$ cat src/rtl/mem_arbiter.sv
// Two-requester round-robin arbiter in front of a single shared memory port.
// One transaction outstanding at a time: IDLE -> ISSUE -> WAIT -> IDLE.
// The WAIT state ends on a downstream response or on the timeout counter.
module mem_arbiter #(
  parameter int MEM_W   = 32,
  parameter int TIMEOUT = 255
) (
  input  logic               clk,
  input  logic               rst,
  input  logic               r0_req,
  input  logic [31:0]        r0_addr,
  input  logic               r0_we,
  input  logic [MEM_W/8-1:0] r0_be,
  input  logic [MEM_W-1:0]   r0_wdata,
  output logic               r0_gnt,
  output logic               r0_rvalid,
  output logic               r0_err,
  output logic [MEM_W-1:0]   r0_rdata,
  input  logic               r1_req,
  input  logic [31:0]        r1_addr,
  input  logic               r1_we,
  input  logic [MEM_W/8-1:0] r1_be,
  input  logic [MEM_W-1:0]   r1_wdata,
  output logic               r1_gnt,
  output logic               r1_rvalid,
  output logic               r1_err,
  output logic [MEM_W-1:0]   r1_rdata,
  output logic               m_req,
  output logic [31:0]        m_addr,
  output logic               m_we,
  output logic [MEM_W/8-1:0] m_be,
  output logic [MEM_W-1:0]   m_wdata,
  input  logic               m_rvalid,
  input  logic               m_err,
  input  logic [MEM_W-1:0]   m_rdata
);

  typedef enum logic [1:0] {IDLE, ISSUE, WAIT} state_t;

  // Counter value in the last permitted WAIT cycle; hitting it forces an error.
  localparam logic [15:0] CNT_LAST = 16'(TIMEOUT - 1);

  state_t      state, state_nxt;
  logic        last_owner;  // requester granted most recently
  logic        owner;       // requester owning the outstanding transaction
  logic [15:0] cnt;
  logic        pick;        // winning requester id in IDLE
  logic        grant;
  logic        done_ok;
  logic        done_err;

  // Next state, arbitration and response routing; everything forced low in reset.
  always_comb begin
    state_nxt = state;
    pick      = 1'b0;
    grant     = 1'b0;
    done_ok   = 1'b0;
    done_err  = 1'b0;
    m_req     = 1'b0;
    case (state)
      IDLE: begin
        if (r0_req || r1_req) begin
          // r1 wins if alone, or on a tie when r0 was granted last.
          pick      = r1_req && (!r0_req || !last_owner);
          grant     = 1'b1;
          state_nxt = ISSUE;
        end
      end
      ISSUE: begin
        m_req     = 1'b1;
        state_nxt = WAIT;
      end
      WAIT: begin
        if (m_err || (!m_rvalid && cnt == CNT_LAST)) begin
          done_err  = 1'b1;
          state_nxt = IDLE;
        end else if (m_rvalid) begin
          done_ok   = 1'b1;
          state_nxt = IDLE;
        end
      end
      default: state_nxt = IDLE;
    endcase
    if (rst) begin
      grant    = 1'b0;
      done_ok  = 1'b0;
      done_err = 1'b0;
      m_req    = 1'b0;
    end
    r0_gnt    = grant && !pick;
    r1_gnt    = grant && pick;
    r0_rvalid = done_ok && !owner;
    r1_rvalid = done_ok && owner;
    r0_err    = done_err && !owner;
    r1_err    = done_err && owner;
    r0_rdata  = r0_rvalid ? m_rdata : '0;
    r1_rdata  = r1_rvalid ? m_rdata : '0;
  end

  // State, ownership, captured transaction fields and WAIT counter.
  always_ff @(posedge clk or posedge rst) begin
    if (rst) begin
      state      <= IDLE;
      last_owner <= 1'b1;
      owner      <= 1'b0;
      cnt        <= '0;
      m_addr     <= '0;
      m_we       <= 1'b0;
      m_be       <= '0;
      m_wdata    <= '0;
    end else begin
      state <= state_nxt;
      if (grant) begin
        owner      <= pick;
        last_owner <= pick;
        m_addr     <= pick ? r1_addr  : r0_addr;
        m_we       <= pick ? r1_we    : r0_we;
        m_be       <= pick ? r1_be    : r0_be;
        m_wdata    <= pick ? r1_wdata : r0_wdata;
      end
      if (state == ISSUE)
        cnt <= '0;
      else if (state == WAIT && state_nxt == WAIT)
        cnt <= cnt + 16'd1;
    end
  end

endmodule

$ cat config.mk
export PLATFORM = sky130hd
export DESIGN_NAME = mem_arbiter
export DESIGN_NICKNAME = d
export VERILOG_FILES = /design/src/rtl/mem_arbiter.sv
export SDC_FILE = /design/constraint.sdc
export NUM_CORES = 1
export LEC_CHECK = 0
export CAP_MARGIN = 20
export CORE_MARGIN = 2
export CORE_UTILIZATION = 30
export DETAILED_ROUTE_END_ITERATION = 10
export GPL_ROUTABILITY_DRIVEN = 0
export MAX_ROUTING_LAYER = met4
export PLACE_DENSITY_LB_ADDON = 0.12
export SLEW_MARGIN = 25
export SYNTH_ARGS = -nofsm -noshare
export SYNTH_HDL_FRONTEND = slang
export SYNTH_SLANG_ARGS = --single-unit
$ cat constraint.sdc
create_clock -name clk -period 3.81 [get_ports clk]
set_clock_uncertainty 0.2 [all_clocks]
set_input_delay 0.381 -clock clk [delete_from_list [all_inputs] [get_ports clk]]
set_output_delay 0.381 -clock clk [all_outputs]
set_load 0.01 [all_outputs]
==> results of run 1 <==
-- final cells by class --
type                    instances  area, µm²
clock inverters                 4       26.3
flip-flops and latches         89       2230
fillers                      1306       6840
clock buffers                  12        256
inverters                       5       22.5
well taps                     188        235
repair buffers                322       3210
multi-input cells             299       2220
-- worst max-delay path, stage by stage (launching register included) --
cell and delay [ns]:
sky130_fd_sc_hd__dfrtp_1 0.44, sky130_fd_sc_hd__nor4_1 0.42, sky130_fd_sc_hd__and4_1 0.54, sky130_fd_sc_hd__nor2_1 0.11, sky130_fd_sc_hd__nor4_1 0.28, sky130_fd_sc_hd__clkdlybuf4s50_1 0.59
-- how the worst min path moves through the flow --
stage | from | endpoint | slack (ns) | cells past startpoint
2_1_floorplan | cnt[15]$_DFFE_PP0P_ | cnt[15]$_DFFE_PP0P_ | 0.25 | 1
3_3_place_gp | cnt[15]$_DFFE_PP0P_ | cnt[15]$_DFFE_PP0P_ | 0.29 | 1
3_5_place_dp | cnt[5]$_DFFE_PP0P_ | cnt[5]$_DFFE_PP0P_ | 0.31 | 1
4_1_cts | last_owner$_DFFE_PP1P_ | last_owner$_DFFE_PP1P_ | 0.32 | 1
5_1_grt | last_owner$_DFFE_PP1P_ | last_owner$_DFFE_PP1P_ | 0.33 | 1
6_report | last_owner$_DFFE_PP1P_ | last_owner$_DFFE_PP1P_ | 0.32 | 1
-- layer usage --
layer	vias up	routed length (µm)	GRT usage [%]
met3	24	1230	5.70
met2	205	9060	39.1
met5	-	0	-
li1	2176	-	-
met4	0	382	6.85
met1	2301	6600	23.4
-- cells by family (layout without fill, tap and decap cells) --
logic type	Yosys count	after routing	synth area share [%]
muxes	2	2	0.437
xor gates and xnor gates	2	2	0.383
and+or+nand+nor	198	198	27.5
buffers and inverters	40	343	3.33
DFF	89	89	48.7
AOI/OAI and AO/OA	95	95	19.1
adders and majority gates	2	2	0.547
-- per-stage QoR --
stage                     area (µm²)  hold slack, ns  cells
after floorplan                 4580           0.251    428
after global placement          7910           0.294    903
after detailed placement        7910           0.311    903
after CTS                       8200           0.321    919
after global routing            8200           0.329    919
final                           8200           0.319    919
-- placed cells by master, fill, tap and decap left out, types with 4 or more instances in the layout --
cell                              count
sky130_fd_sc_hd__clkdlybuf4s50_1    315
sky130_fd_sc_hd__dfrtp_1             88
sky130_fd_sc_hd__and2_1              78
sky130_fd_sc_hd__a221o_1             69
sky130_fd_sc_hd__and2_0              55
sky130_fd_sc_hd__nand2_1             12
sky130_fd_sc_hd__nor2_1              12
sky130_fd_sc_hd__clkbuf_16            9
sky130_fd_sc_hd__buf_4                7
sky130_fd_sc_hd__nand3_1              6
sky130_fd_sc_hd__nor4_4               5
sky130_fd_sc_hd__a21oi_1              5
sky130_fd_sc_hd__inv_1                4
sky130_fd_sc_hd__o21ai_0              4
sky130_fd_sc_hd__nor4_1               4
sky130_fd_sc_hd__nor3_1               4
-- power by group --
part           leakage, nW  internal, mW  switching [mW]
logic                 2.04          1.23           0.836
clock network        0.139         0.478           0.371
registers             1.13          1.32           0.249
-- flip-flops by register name (all words and copies together) (netlist names) --
name,cells
owner,1
cnt,16
last_owner,1
m_wdata,32
m_we,1
state,2
m_be,4
m_addr,32
==> flow_summary.html, run 1 <==
<table>
<tr><th>Metric</th><th>Value</th></tr>
<tr><th colspan="2">Clock tree</th></tr>
<tr><td>PostCTS Resize Cnt</td><td>0</td></tr>
<tr><td>Number of buffers added by the clock tree synthesis step</td><td>9</td></tr>
<tr><td>Clock tree from TritonCTS</td><td>yes</td></tr>
<tr><td>Clock Sinks</td><td>89</td></tr>
<tr><td>Post-CTS setup buffer count</td><td>0</td></tr>
<tr><td>Max clock buf depth</td><td>2</td></tr>
<tr><td># H-tree levels</td><td>3</td></tr>
<tr><td>Skew-Pair Late Insertion Delay</td><td>0.34 ns</td></tr>
<tr><td>Hold-fix buffers at CTS</td><td>0</td></tr>
<tr><td>Clock slew at the register clock pins of the worst setup and hold paths</td><td>about 0.060 ns</td></tr>
<tr><td>CTS Root Cell</td><td>sky130_fd_sc_hd__clkbuf_16</td></tr>
<tr><th colspan="2">Timing</th></tr>
<tr><td>Final period utilization</td><td>between 80% and 90%</td></tr>
<tr><td>Aggregate negative setup slack</td><td>0 ns</td></tr>
<tr><td>Setup repair after global routing missed its margin</td><td>no</td></tr>
<tr><td>Setup violation total in the final timing report</td><td>0</td></tr>
<tr><td>Transition time at the pin with the least slew margin</td><td>0.908 ns</td></tr>
<tr><td>Number of hold-slack violations in the final timing report</td><td>0</td></tr>
<tr><td>Worst path setup slack after routing</td><td>0.506 ns</td></tr>
<tr><td>Relative slew slack</td><td>39.5%</td></tr>
<tr><td>Shortest period the worst path allows</td><td>between 3 and 4 ns</td></tr>
<tr><td>Top achievable clock speed</td><td>303 MHz</td></tr>
<tr><td>Final slew viol count</td><td>0</td></tr>
<tr><th colspan="2">Cells and area</th></tr>
<tr><td>Area growth from synthesis to final layout</td><td>79.0%</td></tr>
<tr><td>Share of cells above drive strength 1</td><td>4.65%</td></tr>
<tr><td>Core utilization of the finished layout</td><td>54.5%</td></tr>
<tr><td>Ant diodes</td><td>0</td></tr>
<tr><td>Final layout net count</td><td>904</td></tr>
<tr><th colspan="2">Global route</th></tr>
<tr><td>Number of global-route vias before repair</td><td>4969</td></tr>
<tr><td>Global-route wire length before repair</td><td>approximately 27 mm</td></tr>
<tr><td>Number of antenna violations at the first check in global routing</td><td>0</td></tr>
<tr><td>Sum of overflow across all layers after global routing</td><td>0</td></tr>
<tr><td>Total Routing Usage GR</td><td>21.8%</td></tr>
<tr><td>Maximum number of pins on one net before global-route repair</td><td>72</td></tr>
<tr><th colspan="2">Floorplan</th></tr>
<tr><td>Die H</td><td>128 µm</td></tr>
<tr><td>I/O pins</td><td>around 320</td></tr>
<tr><td>Initial Util</td><td>30.5%</td></tr>
<tr><td>Core Region</td><td>about 15000 µm²</td></tr>
<tr><td>Horizontal die dimension</td><td>128 µm</td></tr>
<tr><td>Die area</td><td>16300 µm²</td></tr>
<tr><td>Row count</td><td>45</td></tr>
<tr><th colspan="2">Worst setup path</th></tr>
<tr><td>Maximum fanout along the worst path</td><td>15</td></tr>
<tr><td>R2R Setup Slk</td><td>between 1 and 1.5 ns</td></tr>
<tr><td>Crit Reg-Reg Endpoint</td><td>m_addr[0]$_DFFE_PP0P_</td></tr>
<tr><td>Data arrival time of the critical path</td><td>2.72 ns</td></tr>
<tr><td>Required time of the critical path</td><td>3.23 ns</td></tr>
<tr><td>Crit path capture type</td><td>output pin</td></tr>
<tr><td>Origin of the worst setup path</td><td>cnt[8]$_DFFE_PP0P_</td></tr>
<tr><td>Worst setup path class</td><td>reg -&gt; out</td></tr>
<tr><td>Critical Path End</td><td>r0_err</td></tr>
<tr><td>Category of the worst setup path launch point</td><td>flip-flop</td></tr>
<tr><td>Reg-to-reg startpoint</td><td>state[1]$_DFF_PP0_</td></tr>
<tr><td>Number of cells on the worst reg-to-reg path</td><td>4</td></tr>
<tr><th colspan="2">Synth</th></tr>
<tr><td>Most common cell in the synthesized netlist</td><td>sky130_fd_sc_hd__dfrtp_1</td></tr>
<tr><td>Avg Inst Size Synth</td><td>10.7 µm²</td></tr>
<tr><td>Distinct cell type count after synthesis</td><td>42</td></tr>
<tr><td>Synth Flop Type</td><td>sky130_fd_sc_hd__dfrtp_1</td></tr>
<tr><td>Post-synthesis sequential element count</td><td>89</td></tr>
<tr><td>Fraction of registers with async set/reset</td><td>100%</td></tr>
<tr><td>Top cells by count, synth</td><td>sky130_fd_sc_hd__dfrtp_1, sky130_fd_sc_hd__and2_1, sky130_fd_sc_hd__a221o_1, sky130_fd_sc_hd__and2_0, sky130_fd_sc_hd__clkbuf_1</td></tr>
<tr><td>Synthesized instance count</td><td>428</td></tr>
<tr><td>Top post-synthesis cells by area</td><td>sky130_fd_sc_hd__dfrtp_1, sky130_fd_sc_hd__a221o_1, sky130_fd_sc_hd__and2_1, sky130_fd_sc_hd__and2_0, sky130_fd_sc_hd__clkbuf_1</td></tr>
<tr><td>Number of nets produced by synthesis</td><td>606</td></tr>
<tr><td>Post-Synthesis Cell Area</td><td>4580 µm²</td></tr>
<tr><td>Cell type with the largest total area after synthesis</td><td>sky130_fd_sc_hd__dfrtp_1</td></tr>
<tr><td>Yosys top cell area share</td><td>48.1%</td></tr>
<tr><td>Count of flip-flops with a built-in enable after synthesis</td><td>0</td></tr>
<tr><td>Register area share after synthesis</td><td>48.7%</td></tr>
<tr><td>Yosys warns</td><td>0</td></tr>
<tr><th colspan="2">Placement</th></tr>
<tr><td>Worst-case setup slack after placement</td><td>0.529 ns</td></tr>
<tr><td>Number of buffers inserted by port buffering</td><td>315</td></tr>
<tr><td>Placed wire-length estimate</td><td>12.9 mm</td></tr>
<tr><th colspan="2">Hold path</th></tr>
<tr><td>Type of the most critical hold path</td><td>reg -&gt; reg</td></tr>
<tr><th colspan="2">Drt</th></tr>
<tr><td>Number of vias per cell after detailed routing</td><td>5.12</td></tr>
<tr><td>Remaining routing DRC violations</td><td>0</td></tr>
<tr><td>DR WL/cell</td><td>18.8 µm</td></tr>
<tr><td>Post-detailed-routing wire length</td><td>17.3 mm</td></tr>
<tr><td>Number of detailed-route iterations in the first pass</td><td>7</td></tr>
<tr><td>Antenna viol nets, final</td><td>0</td></tr>
<tr><td>Vias after detailed routing</td><td>4706</td></tr>
<tr><td>DRC violation total after the first TritonRoute iteration</td><td>221</td></tr>
<tr><th colspan="2">Power and ir drop</th></tr>
<tr><td>Total power draw</td><td>4.49 mW</td></tr>
<tr><td>PD cells</td><td>548 nW/µm²</td></tr>
<tr><td>LEAKAGE</td><td>roughly 3.3 nW</td></tr>
<tr><td>Max rail drop VDD</td><td>0.263 mV</td></tr>
<tr><th colspan="2">Outcome</th></tr>
<tr><td>Status</td><td>complete, no violations</td></tr>
<tr><th colspan="2">Flow run</th></tr>
<tr><td>MaxCap Viol Count</td><td>0</td></tr>
</table>
No activity file was read; power rests on OpenSTA's default activity.
==> inputs of run 2 (changes only) <==
--- a/config.mk
+++ b/config.mk
@@ -12,6 +12,7 @@
 export GPL_ROUTABILITY_DRIVEN = 0
 export MAX_ROUTING_LAYER = met4
 export PLACE_DENSITY_LB_ADDON = 0.12
+export RECOVER_POWER = 100
 export SLEW_MARGIN = 25
 export SYNTH_ARGS = -nofsm -noshare
 export SYNTH_HDL_FRONTEND = slang
==> flow_summary.html, run 2 (synthesized netlist as in run 1, its figures left out) <==
<table>
<tr><th>Metric</th><th>Value</th></tr>
<tr><th colspan="2">Outcome</th></tr>
<tr><td>Status</td><td>complete, no violations (unchanged)</td></tr>
<tr><th colspan="2">Power and ir drop</th></tr>
<tr><td>PD cells</td><td>532 nW/µm² (was 548 nW/µm²)</td></tr>
<tr><td>Max rail drop VDD</td><td>0.249 mV (was 0.263 mV)</td></tr>
<tr><td>LEAKAGE</td><td>3.44 nW (was 3.31 nW)</td></tr>
<tr><th colspan="2">Global route</th></tr>
<tr><td>Global-route wire length before repair</td><td>26.8 mm (unchanged)</td></tr>
<tr><td>Number of antenna violations at the first check in global routing</td><td>0 (unchanged)</td></tr>
<tr><td>Sum of overflow across all layers after global routing</td><td>0 (unchanged)</td></tr>
<tr><td>Maximum number of pins on one net before global-route repair</td><td>72 (unchanged)</td></tr>
<tr><td>Total Routing Usage GR</td><td>21.8% (unchanged)</td></tr>
<tr><td>Number of global-route vias before repair</td><td>4969 (unchanged)</td></tr>
<tr><th colspan="2">Cells and area</th></tr>
<tr><td>Layout fillers</td><td>1317 (was 1306)</td></tr>
<tr><td>Most common cell after layout, fill and taps aside</td><td>sky130_fd_sc_hd__clkdlybuf4s50_1 (unchanged)</td></tr>
<tr><td>Commonest non-fill, non-tap cells in the layout</td><td>sky130_fd_sc_hd__clkdlybuf4s50_1, sky130_fd_sc_hd__dlygate4sd3_1, sky130_fd_sc_hd__and2_0 (was sky130_fd_sc_hd__clkdlybuf4s50_1, sky130_fd_sc_hd__dfrtp_1, sky130_fd_sc_hd__and2_1)</td></tr>
<tr><td>Ant diodes</td><td>0 (unchanged)</td></tr>
<tr><td>Biggest regs</td><td>m_addr x32, m_wdata x32, cnt x16 (unchanged)</td></tr>
<tr><td>Area growth from synthesis to final layout</td><td>77.7% (was 79.0%)</td></tr>
<tr><td>Share of cells above drive strength 1</td><td>3.97% (was 4.65%)</td></tr>
<tr><td>Final layout net count</td><td>904 (unchanged)</td></tr>
<tr><th colspan="2">Worst setup path</th></tr>
<tr><td>Number of cells on the worst reg-to-reg path</td><td>4 (unchanged)</td></tr>
<tr><td>Crit path capture type</td><td>output pin (unchanged)</td></tr>
<tr><td>Reg-to-reg startpoint</td><td>state[1]$_DFF_PP0_ (unchanged)</td></tr>
<tr><td>Stage delay of the slowest cell on the critical path</td><td>0.65 ns (was 0.59 ns)</td></tr>
<tr><td>Cell family with the largest share of critical-path delay</td><td>simple AND/OR/NAND/NOR gates (unchanged)</td></tr>
<tr><td>Data arrival time of the critical path</td><td>2.78 ns (was 2.72 ns)</td></tr>
<tr><td>R2R Setup Slk</td><td>0.71 ns (was 1.27 ns)</td></tr>
<tr><td>Category of the worst setup path launch point</td><td>flip-flop (unchanged)</td></tr>
<tr><td>Worst setup path class</td><td>reg -&gt; out (unchanged)</td></tr>
<tr><td>Crit-path slowest cell</td><td>sky130_fd_sc_hd__dlygate4sd3_1 (was sky130_fd_sc_hd__clkdlybuf4s50_1)</td></tr>
<tr><td>Required time of the critical path</td><td>3.23 ns (about the same)</td></tr>
<tr><td>Most numerous cell on the critical path</td><td>sky130_fd_sc_hd__nor4_1 (unchanged)</td></tr>
<tr><td>Worst-path cell chain</td><td>nor4_1 &gt; and4_1 &gt; nor2_1 &gt; nor4_1 &gt; dlygate4sd3_1 (was nor4_1 &gt; and4_1 &gt; nor2_1 &gt; nor4_1 &gt; clkdlybuf4s50_1)</td></tr>
<tr><td>Crit path buf inv count</td><td>1 (unchanged)</td></tr>
<tr><td>Crit Reg-Reg Endpoint</td><td>m_addr[6]$_DFFE_PP0P_ (was m_addr[0]$_DFFE_PP0P_)</td></tr>
<tr><td>Maximum fanout along the worst path</td><td>15 (unchanged)</td></tr>
<tr><th colspan="2">Floorplan</th></tr>
<tr><td>I/O pins</td><td>316 (unchanged)</td></tr>
<tr><td>Row count</td><td>45 (unchanged)</td></tr>
<tr><td>Die area</td><td>16300 µm² (unchanged)</td></tr>
<tr><td>Horizontal die dimension</td><td>128 µm (unchanged)</td></tr>
<tr><td>Core Region</td><td>15000 µm² (unchanged)</td></tr>
<tr><td>Initial Util</td><td>30.5% (unchanged)</td></tr>
<tr><td>Die H</td><td>128 µm (unchanged)</td></tr>
<tr><th colspan="2">Drt</th></tr>
<tr><td>DR WL/cell</td><td>18.7 µm (was 18.8 µm)</td></tr>
<tr><td>Antenna viol nets, final</td><td>0 (unchanged)</td></tr>
<tr><td>Number of detailed-route iterations in the first pass</td><td>7 (unchanged)</td></tr>
<tr><td>Number of vias per cell after detailed routing</td><td>5.11 (was 5.12)</td></tr>
<tr><td>Remaining routing DRC violations</td><td>0 (unchanged)</td></tr>
<tr><td>Post-detailed-routing wire length</td><td>17.2 mm (was 17.3 mm)</td></tr>
<tr><td>Vias after detailed routing</td><td>4693 (was 4706)</td></tr>
<tr><td>DRC violation total after the first TritonRoute iteration</td><td>242 (was 221)</td></tr>
<tr><th colspan="2">Hold path</th></tr>
<tr><td>Worst Hold Launch</td><td>last_owner$_DFFE_PP1P_ (unchanged)</td></tr>
<tr><td>Hold Path Cell Cnt</td><td>1 (unchanged)</td></tr>
<tr><td>Hold Crit Endpoint</td><td>last_owner$_DFFE_PP1P_ (unchanged)</td></tr>
<tr><td>Type of the most critical hold path</td><td>reg -&gt; reg (unchanged)</td></tr>
<tr><th colspan="2">Timing</th></tr>
<tr><td>Top achievable clock speed</td><td>297 MHz (was 303 MHz)</td></tr>
<tr><td>Shortest period the worst path allows</td><td>3.36 ns (was 3.30 ns)</td></tr>
<tr><td>Final slew viol count</td><td>0 (unchanged)</td></tr>
<tr><td>Number of hold-slack violations in the final timing report</td><td>0 (unchanged)</td></tr>
<tr><td>Transition time at the pin with the least slew margin</td><td>1.28 ns (was 0.908 ns)</td></tr>
<tr><td>Setup repair after global routing missed its margin</td><td>no (unchanged)</td></tr>
<tr><td>Aggregate negative setup slack</td><td>0 ns (unchanged)</td></tr>
<tr><td>Final period utilization</td><td>88.3% (was 86.7%)</td></tr>
<tr><td>Setup violation total in the final timing report</td><td>0 (unchanged)</td></tr>
<tr><td>Relative slew slack</td><td>15.0% (was 39.5%)</td></tr>
<tr><td>Worst path setup slack after routing</td><td>0.446 ns (was 0.506 ns)</td></tr>
<tr><th colspan="2">Clock tree</th></tr>
<tr><td>CTS Root Cell</td><td>sky130_fd_sc_hd__clkbuf_16 (unchanged)</td></tr>
<tr><td>PostCTS Resize Cnt</td><td>0 (unchanged)</td></tr>
<tr><td>Post-CTS setup buffer count</td><td>0 (unchanged)</td></tr>
<tr><td>Max clock buf depth</td><td>2 (unchanged)</td></tr>
<tr><td>Clock slew at the register clock pins of the worst setup and hold paths</td><td>0.06 ns (about the same)</td></tr>
<tr><td>Clock Sinks</td><td>89 (unchanged)</td></tr>
<tr><td>Skew-Pair Late Insertion Delay</td><td>0.34 ns (about the same)</td></tr>
<tr><td>Hold-fix buffers at CTS</td><td>0 (unchanged)</td></tr>
<tr><td>Clock tree from TritonCTS</td><td>yes (unchanged)</td></tr>
<tr><td>Number of buffers added by the clock tree synthesis step</td><td>9 (unchanged)</td></tr>
<tr><td># H-tree levels</td><td>3 (unchanged)</td></tr>
<tr><th colspan="2">Placement</th></tr>
<tr><td>Number of buffers inserted by port buffering</td><td>315 (unchanged)</td></tr>
<tr><td>Worst-case setup slack after placement</td><td>0.529 ns (unchanged)</td></tr>
<tr><td>Placed wire-length estimate</td><td>12.9 mm (unchanged)</td></tr>
<tr><th colspan="2">Flow run</th></tr>
<tr><td>MaxCap Viol Count</td><td>0 (unchanged)</td></tr>
</table>
-- run 2: power by group --
group          leakage (nW)  internal [mW]  switching, mW
Combinational          2.17           1.09          0.831
Clock                 0.139          0.478          0.370
Sequential             1.13           1.32          0.236
-- run 2: worst max-delay path by stage --
stage / from / slack [ns] / cells past startpoint / end
global placement: m_rvalid / 0.56 / 6 / r0_err
finish: cnt[8]$_DFFE_PP0P_ / 0.45 / 5 / r0_err
global route: cnt[8]$_DFFE_PP0P_ / 0.23 / 5 / r0_err
floorplan: rst / 0.30 / 6 / r1_rdata[22]
CTS: cnt[8]$_DFFE_PP0P_ / 0.46 / 5 / r0_err
detailed placement: m_rvalid / 0.53 / 6 / r0_err
-- run 2: per-stage QoR --
stage | area [µm²] | std cells | power (mW) | util, % | hold slack, ns
6_report | 8130 | 919 | 4.33 | 54.1 | 0.319
5_1_grt | 8130 | 919 | 4.62 | 54.1 | 0.329
4_1_cts | 8200 | 919 | 4.55 | 54.5 | 0.321
3_5_place_dp | 7910 | 903 | 3.67 | 52.6 | 0.311
3_3_place_gp | 7910 | 903 | 3.64 | 52.6 | 0.294
2_1_floorplan | 4580 | 428 | 2.48 | - | 0.251
-- run 2: metal layers --
metal  vias to the layer above  routed length [µm]  GRT usage (%)
met5                         -                   0              -
met4                         0                 381           6.85
met3                        23                1250           5.70
met2                       201                9010           39.1
met1                      2294                6580           23.4
li1                       2175                   -              -
-- run 2: final cells by class --
cell class,count,area [µm²],area share [%]
sequential,89,2230,27.4
multi-input combinational,299,2170,26.7
clock inverter,4,26.3,0.323
clock buffer,12,256,3.15
timing repair buffer,322,3190,39.3
inverter,5,22.5,0.277
tap,188,235,2.89
==> inputs of run 3 (changes only) <==
--- a/config.mk
+++ b/config.mk
@@ -6,6 +6,7 @@
 export NUM_CORES = 1
 export LEC_CHECK = 0
 export CAP_MARGIN = 20
+export CORE_ASPECT_RATIO = 1.25
 export CORE_MARGIN = 2
 export CORE_UTILIZATION = 30
 export DETAILED_ROUTE_END_ITERATION = 10
@@ -13,6 +14,7 @@
 export MAX_ROUTING_LAYER = met4
 export PLACE_DENSITY_LB_ADDON = 0.12
 export RECOVER_POWER = 100
+export REMOVE_ABC_BUFFERS = 1
 export SLEW_MARGIN = 25
 export SYNTH_ARGS = -nofsm -noshare
 export SYNTH_HDL_FRONTEND = slang
==> flow_summary.html, run 3 (synthesized netlist as in run 1, its figures left out) <==
<table>
<tr><th>Metric</th><th>Value</th></tr>
<tr><th colspan="2">Outcome</th></tr>
<tr><td>Status</td><td>finished, violations left (was complete, no violations)</td></tr>
<tr><td>Failing checks</td><td>capacitance limit, slew limit</td></tr>
<tr><th colspan="2">Floorplan</th></tr>
<tr><td>Die H</td><td>142 µm (was 128 µm)</td></tr>
<tr><td>Die area</td><td>16300 µm² (about the same)</td></tr>
<tr><td>Core Region</td><td>15000 µm² (about the same)</td></tr>
<tr><td>Initial Util</td><td>30.6% (was 30.5%)</td></tr>
<tr><td>I/O pins</td><td>316 (unchanged)</td></tr>
<tr><td>Horizontal die dimension</td><td>114 µm (was 128 µm)</td></tr>
<tr><td>Row count</td><td>50 (was 45)</td></tr>
<tr><th colspan="2">Clock tree</th></tr>
<tr><td>Hold-fix buffers at CTS</td><td>0 (unchanged)</td></tr>
<tr><td>Max clock buf depth</td><td>2 (unchanged)</td></tr>
<tr><td>PostCTS Resize Cnt</td><td>0 (unchanged)</td></tr>
<tr><td>Skew-Pair Late Insertion Delay</td><td>0.34 ns (about the same)</td></tr>
<tr><td>Clock slew at the register clock pins of the worst setup and hold paths</td><td>0.06 ns (about the same)</td></tr>
<tr><td>Clock tree from TritonCTS</td><td>yes (unchanged)</td></tr>
<tr><td>Post-CTS setup buffer count</td><td>0 (unchanged)</td></tr>
<tr><td>CTS Root Cell</td><td>sky130_fd_sc_hd__clkbuf_16 (unchanged)</td></tr>
<tr><td># H-tree levels</td><td>3 (unchanged)</td></tr>
<tr><td>Number of buffers added by the clock tree synthesis step</td><td>9 (unchanged)</td></tr>
<tr><td>Clock Sinks</td><td>89 (unchanged)</td></tr>
<tr><th colspan="2">Cells and area</th></tr>
<tr><td>Share of cells above drive strength 1</td><td>3.69% (was 3.97%)</td></tr>
<tr><td>Multi-input logic area</td><td>2170 µm² (about the same)</td></tr>
<tr><td>Area growth from synthesis to final layout</td><td>77.9% (was 77.7%)</td></tr>
<tr><td>FF+latch area</td><td>2230 µm² (unchanged)</td></tr>
<tr><td>Biggest regs</td><td>m_addr x32, m_wdata x32, cnt x16 (unchanged)</td></tr>
<tr><td>Commonest non-fill, non-tap cells in the layout</td><td>sky130_fd_sc_hd__clkdlybuf4s50_1, sky130_fd_sc_hd__dlygate4sd3_1, sky130_fd_sc_hd__and2_0 (unchanged)</td></tr>
<tr><td>Layout fillers</td><td>1337 (was 1317)</td></tr>
<tr><td>Final layout net count</td><td>905 (was 904)</td></tr>
<tr><td>Most common cell after layout, fill and taps aside</td><td>sky130_fd_sc_hd__clkdlybuf4s50_1 (unchanged)</td></tr>
<tr><th colspan="2">Global route</th></tr>
<tr><td>Sum of overflow across all layers after global routing</td><td>0 (unchanged)</td></tr>
<tr><td>Met1 layer usage reported by global route</td><td>26.1% (was 23.4%)</td></tr>
<tr><td>Total Routing Usage GR</td><td>22.7% (was 21.8%)</td></tr>
<tr><td>Busiest layer in global routing</td><td>met2 (unchanged)</td></tr>
<tr><td>Maximum number of pins on one net before global-route repair</td><td>72 (unchanged)</td></tr>
<tr><td>Number of antenna violations at the first check in global routing</td><td>1 (was 0)</td></tr>
<tr><td>Met3 Usage GRT</td><td>6.69% (was 5.70%)</td></tr>
<tr><td>Global-route wire length before repair</td><td>27.5 mm (was 26.8 mm)</td></tr>
<tr><td>Global routing usage on met2</td><td>36.5% (was 39.1%)</td></tr>
<tr><td>Number of global-route vias before repair</td><td>5015 (was 4969)</td></tr>
<tr><th colspan="2">Power and ir drop</th></tr>
<tr><td>Internal power</td><td>2.95 mW (was 2.89 mW)</td></tr>
<tr><td>PD cells</td><td>542 nW/µm² (was 532 nW/µm²)</td></tr>
<tr><td>Combinational Power Share</td><td>43.9% (was 44.5%)</td></tr>
<tr><td>LEAKAGE</td><td>3.47 nW (was 3.44 nW)</td></tr>
<tr><td>Max rail drop VDD</td><td>0.258 mV (was 0.249 mV)</td></tr>
<tr><td>Relative contribution of the clock network to total power</td><td>20.5% (was 19.6%)</td></tr>
<tr><td>Switching portion of total power</td><td>33.1% (was 33.2%)</td></tr>
<tr><td>Flop pwr share</td><td>35.6% (was 35.9%)</td></tr>
<tr><td>Switching power</td><td>1.46 mW (was 1.44 mW)</td></tr>
<tr><th colspan="2">Timing</th></tr>
<tr><td>Top achievable clock speed</td><td>305 MHz (was 297 MHz)</td></tr>
<tr><td>Shortest period the worst path allows</td><td>3.28 ns (was 3.36 ns)</td></tr>
<tr><td>Final period utilization</td><td>86.2% (was 88.3%)</td></tr>
<tr><td>Setup repair after global routing missed its margin</td><td>no (unchanged)</td></tr>
<tr><td>Number of hold-slack violations in the final timing report</td><td>0 (unchanged)</td></tr>
<tr><td>Setup violation total in the final timing report</td><td>0 (unchanged)</td></tr>
<tr><td>Final slew viol count</td><td>31 (was 0)</td></tr>
<tr><td>Relative slew slack</td><td>-11.5% (was 15.0%)</td></tr>
<tr><td>Worst path setup slack after routing</td><td>0.526 ns (was 0.446 ns)</td></tr>
<tr><td>Hold slack</td><td>0.312 ns (was 0.319 ns)</td></tr>
<tr><td>Transition time at the pin with the least slew margin</td><td>1.67 ns (was 1.28 ns)</td></tr>
<tr><th colspan="2">Worst setup path</th></tr>
<tr><td>Cell family with the largest share of critical-path delay</td><td>buffers and inverters (was simple AND/OR/NAND/NOR gates)</td></tr>
<tr><td>Maximum fanout along the worst path</td><td>33 (was 15)</td></tr>
<tr><td>Crit path buf inv count</td><td>3 (was 1)</td></tr>
<tr><td>Stage delay of the slowest cell on the critical path</td><td>0.69 ns (was 0.65 ns)</td></tr>
<tr><td>Worst-path cell chain</td><td>dlygate4sd3_1 &gt; nor4b_2 &gt; clkbuf_2 &gt; and2_0 &gt; clkdlybuf4s50_1 (was nor4_1 &gt; and4_1 &gt; nor2_1 &gt; nor4_1 &gt; dlygate4sd3_1)</td></tr>
<tr><td>Crit path capture type</td><td>output pin (unchanged)</td></tr>
<tr><td>Data arrival time of the critical path</td><td>2.70 ns (was 2.78 ns)</td></tr>
<tr><td>Worst setup path class</td><td>in -&gt; out (was reg -&gt; out)</td></tr>
<tr><td>Category of the worst setup path launch point</td><td>input port (was flip-flop)</td></tr>
<tr><td>Crit-path slowest cell</td><td>sky130_fd_sc_hd__dlygate4sd3_1 (unchanged)</td></tr>
<tr><td>Required time of the critical path</td><td>3.23 ns (about the same)</td></tr>
<tr><th colspan="2">Drt</th></tr>
<tr><td>DRC violation total after the first TritonRoute iteration</td><td>177 (was 242)</td></tr>
<tr><td>Post-detailed-routing wire length</td><td>17.9 mm (was 17.2 mm)</td></tr>
<tr><td>Antenna viol nets, final</td><td>0 (unchanged)</td></tr>
<tr><td>Vias after detailed routing</td><td>4653 (was 4693)</td></tr>
<tr><td>DR WL/cell</td><td>19.6 µm (was 18.7 µm)</td></tr>
<tr><td>Remaining routing DRC violations</td><td>0 (unchanged)</td></tr>
<tr><td>Number of detailed-route iterations in the first pass</td><td>4 (was 7)</td></tr>
<tr><td>Number of vias per cell after detailed routing</td><td>5.09 (was 5.11)</td></tr>
<tr><th colspan="2">Flow run</th></tr>
<tr><td>MaxCap Viol Count</td><td>1 (was 0)</td></tr>
<tr><th colspan="2">Placement</th></tr>
<tr><td>Worst-case setup slack after placement</td><td>0.690 ns (was 0.529 ns)</td></tr>
<tr><td>Number of buffers inserted by port buffering</td><td>315 (unchanged)</td></tr>
<tr><td>Placed wire-length estimate</td><td>13.4 mm (was 12.9 mm)</td></tr>
<tr><th colspan="2">Hold path</th></tr>
<tr><td>Type of the most critical hold path</td><td>reg -&gt; reg (unchanged)</td></tr>
</table>
==> run 3: cell types whose count changed in the layout (fill, tap and decap cells not counted), moves of 2 or more <==
cell | before | now
sky130_fd_sc_hd__clkinvlp_4 | 2 | 0
sky130_fd_sc_hd__clkdlybuf4s50_1 | 207 | 204
sky130_fd_sc_hd__dlygate4sd3_1 | 108 | 111
sky130_fd_sc_hd__and2_1 | 39 | 44
sky130_fd_sc_hd__and2_0 | 94 | 89
==> run 3: path summary, 6_finish.rpt <==
path	slack [ns]	from	endpoint	cells past startpoint
worst min-delay path	0.31	cnt[15]$_DFFE_PP0P_	cnt[15]$_DFFE_PP0P_	1
worst min register to register	0.31	cnt[15]$_DFFE_PP0P_	cnt[15]$_DFFE_PP0P_	1
worst max register to register	0.70	state[1]$_DFF_PP0_	m_wdata[3]$_DFFE_PP0P_	4
min in group asynchronous	1.08	rst	owner$_DFFE_PP0P_	3
max in group asynchronous	0.75	rst	m_addr[0]$_DFFE_PP0P_	4
worst max-delay path	0.53	rst	r0_rdata[13]	5
==> run 3: final cells by class <==
| type | instances | share of cell area (%) |
|---|---|---|
| repair buffers | 323 | 39.3 |
| flip-flops and latches | 89 | 27.4 |
| clock buffers | 12 | 3.15 |
| well taps | 182 | 2.80 |
| clock inverters | 3 | 0.492 |
| inverters | 5 | 0.246 |
| multi-input cells | 299 | 26.6 |
| diodes | 1 | 0.0307 |
==> run 3: layer usage <==
layer  wire [µm]  vias to the layer above
li1            -                     2179
met1        6890                     2258
met2        9120                      181
met3        1380                       35
met4         551                        0
met5           0                        -
==> run 3: stage by stage <==
step                power [mW]  TNS, ns  utilization (%)  instances  instance area, µm²
finish                    4.41        0             54.5        914                8140
global route              4.68        0             54.5        914                8140
CTS                       4.64        0             55.0        913                8220
detailed placement        3.69        0             53.0        898                7920
global placement          3.67        0             53.0        898                7920
floorplan                 2.45   -52.02                -        393                4440
==> run 3: power by group through the flow <==
stage	clock [mW]	sequential [mW]	combinational, mW
after floorplan	0	1.69	0.753
after global placement	0	1.57	2.10
after detailed placement	0	1.57	2.12
after CTS	0.934	1.59	2.12
after global routing	0.965	1.62	2.09
final	0.905	1.57	1.93
==> run 3: worst register-to-register path, delay by kind of cell (launching register included) <==
kind / cells / cell delay, ns
compound gates: 1 / 0.27
buf+inv: 1 / 0.61
flops: 1 / 0.57
simple gates: 2 / 1.35
